[src/rtl/divider_32bit.sv]
// Iterative radix-2 restoring divider for RV32M DIV/DIVU/REM/REMU.
// One quotient bit per cycle through a 32-bit ripple-borrow subtractor.

module subtractor_32bit (
  input  logic [31:0] a,
  input  logic [31:0] b,
  output logic [31:0] diff,
  output logic        borrow
);

  logic [32:0] bw;

  assign bw[0] = 1'b0;

  for (genvar i = 0; i < 32; i++) begin : g_bit
    assign diff[i]  = a[i] ^ b[i] ^ bw[i];
    assign bw[i+1]  = (~a[i] & b[i]) | (~(a[i] ^ b[i]) & bw[i]);
  end

  assign borrow = bw[32];

endmodule

module divider_32bit (
  input  logic        clk_i,
  input  logic        rst_i,
  input  logic        start_i,
  input  logic [1:0]  op_i,
  input  logic [31:0] a_i,
  input  logic [31:0] b_i,
  output logic        busy_o,
  output logic        valid_o,
  output logic [31:0] result_o
);

  localparam logic [1:0] IDLE = 2'd0;
  localparam logic [1:0] CALC = 2'd1;
  localparam logic [1:0] DONE = 2'd2;

  logic [1:0]  state;
  logic [4:0]  count;
  logic [31:0] rem_r;
  logic [31:0] quot_r;
  logic [31:0] div_r;
  logic        quot_neg;
  logic        rem_neg;
  logic        is_rem;

  logic [31:0] shifted;
  logic [31:0] sub_diff;
  logic        sub_borrow;
  logic        accept;
  logic [31:0] rem_next;
  logic [31:0] quot_next;
  logic [31:0] fix_res;

  logic        op_signed;
  logic        a_neg;
  logic        b_neg;
  logic [31:0] a_mag;
  logic [31:0] b_mag;
  logic        div_zero;
  logic        overflow;
  logic [31:0] special_res;

  subtractor_32bit u_sub (
    .a      (shifted),
    .b      (div_r),
    .diff   (sub_diff),
    .borrow (sub_borrow)
  );

  // NOTE: every signal assigned in always_comb gets a default first so no latch is inferred.
  always_comb begin
    shifted   = {rem_r[30:0], quot_r[31]};
    // A set carry bit means the shifted remainder exceeds 2^32 > divisor.
    accept    = rem_r[31] | ~sub_borrow;
    rem_next  = accept ? sub_diff : shifted;
    quot_next = {quot_r[30:0], accept};
    fix_res   = quot_next;
    if (is_rem) begin
      fix_res = rem_neg ? (~rem_next + 32'd1) : rem_next;
    end else begin
      fix_res = quot_neg ? (~quot_next + 32'd1) : quot_next;
    end
  end

  always_comb begin
    op_signed   = ~op_i[0];
    a_neg       = op_signed & a_i[31];
    b_neg       = op_signed & b_i[31];
    a_mag       = a_neg ? (~a_i + 32'd1) : a_i;
    b_mag       = b_neg ? (~b_i + 32'd1) : b_i;
    div_zero    = (b_i == 32'd0);
    overflow    = op_signed & (a_i == 32'h8000_0000) & (b_i == 32'hFFFF_FFFF);
    special_res = 32'd0;
    if (div_zero) begin
      special_res = op_i[1] ? a_i : 32'hFFFF_FFFF;
    end else if (overflow) begin
      special_res = op_i[1] ? 32'd0 : 32'h8000_0000;
    end
  end

  // NOTE: sequential state uses non-blocking assignments so all registers update together.
  always_ff @(posedge clk_i or posedge rst_i) begin
    if (rst_i) begin
      state    <= IDLE;
      count    <= 5'd0;
      rem_r    <= 32'd0;
      quot_r   <= 32'd0;
      div_r    <= 32'd0;
      quot_neg <= 1'b0;
      rem_neg  <= 1'b0;
      is_rem   <= 1'b0;
      busy_o   <= 1'b0;
      valid_o  <= 1'b0;
      result_o <= 32'd0;
    end else begin
      case (state)
        IDLE: begin
          if (start_i) begin
            is_rem <= op_i[1];
            busy_o <= 1'b1;
            if (div_zero || overflow) begin
              state    <= DONE;
              valid_o  <= 1'b1;
              result_o <= special_res;
            end else begin
              state    <= CALC;
              count    <= 5'd0;
              rem_r    <= 32'd0;
              quot_r   <= a_mag;
              div_r    <= b_mag;
              quot_neg <= a_neg ^ b_neg;
              rem_neg  <= a_neg;
            end
          end
        end
        CALC: begin
          rem_r  <= rem_next;
          quot_r <= quot_next;
          count  <= count + 5'd1;
          if (count == 5'd31) begin
            state    <= DONE;
            valid_o  <= 1'b1;
            result_o <= fix_res;
          end
        end
        DONE: begin
          state   <= IDLE;
          valid_o <= 1'b0;
          busy_o  <= 1'b0;
        end
        default: begin
          state   <= IDLE;
          valid_o <= 1'b0;
          busy_o  <= 1'b0;
        end
      endcase
    end
  end

endmodule

[config.mk]
export PLATFORM = sky130hd
export DESIGN_NAME = divider_32bit
export DESIGN_NICKNAME = d
export VERILOG_FILES = /design/src/rtl/divider_32bit.sv
export SDC_FILE = /design/constraint.sdc
export NUM_CORES = 1
export LEC_CHECK = 0
export BUFFER_PORTS_ARGS = -buffer_cell sky130_fd_sc_hd__clkbuf_2
export CORE_AREA = 2 2 136 138
export DETAILED_ROUTE_END_ITERATION = 12
export DIE_AREA = 0 0 138 140
export PLACE_DENSITY = 0.79
export REMOVE_ABC_BUFFERS = 1
export SLEW_MARGIN = 10
export SYNTH_ARGS = -nofsm -noshare
export SYNTH_HDL_FRONTEND = slang
export SYNTH_HIERARCHICAL = 1
export SYNTH_SLANG_ARGS = --single-unit
export TNS_END_PERCENT = 5
[constraint.sdc]
create_clock -name clk_i -period 25.3 [get_ports clk_i]
set_input_delay 1.265 -clock clk_i [delete_from_list [all_inputs] [get_ports clk_i]]
set_output_delay 1.265 -clock clk_i [all_outputs]
set_load 0.02 [all_outputs]
==> results.cfg <==
[route]
vias_per_cell = 6.15
initialDrtViolationCount = 942
wirelength_um = 28800
drc = 0
num_vias = 9528
drt_first_pass_iters = 5
wl_per_cell_um = 18.6
antenna_left = 0

[layout]
multi_input_area_um2 = 6220
nNetsFinal = 1417
n_fill_cell = 1532
stdcell_count = 1550
syn_to_final_growth_pct = 10.7
antenna_cells = 0
seq_area_um2 = 3500
fin_util_pct = 64.7
drive_above_1_share_pct = 12.5

[power_and_ir_drop]
p_per_area_nw_per_um2 = 158
ir_worst_vdd_mv = 0.0945
leakage_nw = 4.92

[clock_tree]
cts_resized = 0
worstSkewPairLatency_ps = 420
holdBufCountCts = 0
root_buffer = clkbuf_16
cts_buffers = 17
cts_tree = done
h-tree-depth = 4
postCtsSetupRepairBufs = 0
clockBufferDepth = 2
cts.clk_slew.worst_paths_ps = 60
cts.sinks = 140

[yosys]
synth_area_leaders = dfrtp_1 34%, o21ai_0 7.8%, fa_1 6.0%
netlist_instances = 1254
synth_top_area_cell = dfrtp_1
yosysSeqAreaShare_pct = 33.7
syn_area_per_cell_um2 = 8.29
synth-main-ff-cell = dfrtp_1
yosysWarnings = 6
synth_common_cells = 162 x o21ai_0, 156 x nand2_1, 140 x dfrtp_1
synth.top_cell.area_share_pct = 33.7
ys_ff_latch = 140
async_flop_share_pct = 100
synth_edf_count = 0
yosys.cell_count.top_type = o21ai_0
syn_area_um2 = 10400
netlist-cell-type-count = 61

[global_routing]
grt_pass1_vias = 9115
grt_use_total_pct = 30.0
grt-ovfl-total = 0
antenna_found_initial = 0
groute.layer.met2.usage_pct = 48.3
use_met1_pct = 39.7
grt_max_degree = 79
grt_pass1_wl_um = 46600
grt_use_met3_pct = 5.61
grt_busiest_layer = met2

[die]
die_h_um = 140
core_area_um2 = 17800
num_rows = 49
pin_count = 103
initial_core_util_pct = 58.5
die_area_um2 = 19300
die_w_um = 138

[placement]
place_hpwl_um = 20600
place_inst = 1519
port_buffers = 102
place.gp.congestion = 0.901
dp_slack_ps = 9720

[setup_path]
slowest_stage = mux2i_1
path_depth = 48
worstSetupEndpointType = flop
cpMostUsedCell = fa_1
r2r_cells = 48
cp-start-kind = flop
crit_end = result_o[30]
startpoint = quot_r[31]
crit_path_max_incr_delay_ps = 500
critPathRequiredTime_ps = 25610
crit_fanout = 43
path_class = reg -> reg
crit_family = adder cells
r2r_end = result_o[30]
r2r_start = quot_r[31]
r2r_setup_slack_ps = 9490
arrival_ps = 16120
crit_buf_inv = 6

[timing]
setup_ws_ps = 9490
hold_viol = 0
setup_viol = 0
worst_pin_slew_ps = 1100
slew_headroom_pct = 26.1
rsz0062_at_grt = no
timing.final.crit_share_pct = 62.5
tns_ps = 0
fmaxAchievable_mhz = 63.2
drv_slew = 0
skew_ps = 5.43
post-route-min-period_ps = 15810

[flow_run]
cap_viol_max_count = 0

[hold_path]
holdCritPathClass = reg -> reg
min_from = result_o[17]

[status]
status = finished clean
[power by group]
| group | switching [mW] | internal [mW] | total (mW) |
|---|---|---|---|
| Clock | 0.0949 | 0.154 | 0.249 |
| Combinational | 0.680 | 0.419 | 1.10 |
| Sequential | 0.131 | 0.336 | 0.467 |
| Total | 0.906 | 0.909 | 1.81 |
[registers in the layout, summed over array words and instances, names as in the netlist]
signal    count
rem_r        32
quot_r       32
result_o     32
valid_o       1
rem_neg       1
quot_neg      1
state         2
div_r        32
busy_o        1
is_rem        1
count         5
[worst min-delay path by stage]
stage	to	cells past startpoint	slack, ps
after floorplan	div_r[31]	2	450
after global placement	div_r[31]	2	470
after detailed placement	result_o[17]	2	490
after CTS	result_o[17]	2	500
after global routing	result_o[17]	2	520
final	result_o[17]	2	500
[cells by family after synthesis]
kind of cell               synth area share [%]
AOI/OAI and AO/OA                          21.2
muxes                                      4.18
DFF                                        33.7
buffers and inverters                      6.62
adders and majority gates                  6.93
and+or+nand+nor                            17.8
xor gates and xnor gates                   9.60
[per-layer routing]
metal | share of wire [%] | vias up
met1 | 41 | 4544
li1 | - | 4460
met2 | 47 | 441
met5 | 0 | -
met4 | 3.8 | 0
met3 | 8.1 | 83
[per-stage QoR]
step / hold slack (ps) / power, mW / area [µm²]
detailed placement: 487 / 1.54 / 10900
CTS: 501 / 1.80 / 11500
global placement: 466 / 1.50 / 10900
finish: 496 / 1.81 / 11500
global route: 525 / 1.97 / 11500
floorplan: 450 / 1.23 / 10000
[worst min-delay path, stage by stage (launching register included)]
cell and delay, ps:
dfrtp_1 350, a21oi_1 60, o21ai_0 60
[placed cells by master, fill, tap and decap left out, drive strengths merged, types with 14 or more instances in the layout]
| cell type | n |
|---|---|
| o211ai | 18 |
| inv | 89 |
| or3 | 17 |
| a21oi | 71 |
| fa | 31 |
| nand2 | 157 |
| o31ai | 25 |
| xor2 | 58 |
| nor2 | 110 |
| nand4 | 19 |
| o21ai | 163 |
| o41ai | 14 |
| dfrtp | 140 |
| clkbuf | 126 |
| xnor2 | 56 |
| nor3 | 24 |
| mux2i | 40 |
| a31oi | 16 |
[cell type report]
class | count | area share [%]
multi-input combinational | 950 | 54.1
tap | 229 | 2.49
clock inverter | 7 | 0.761
timing repair buffer | 110 | 4.96
inverter | 90 | 2.98
sequential | 140 | 30.5
clock buffer | 24 | 4.27
No activity file was read; power rests on OpenSTA's default activity.
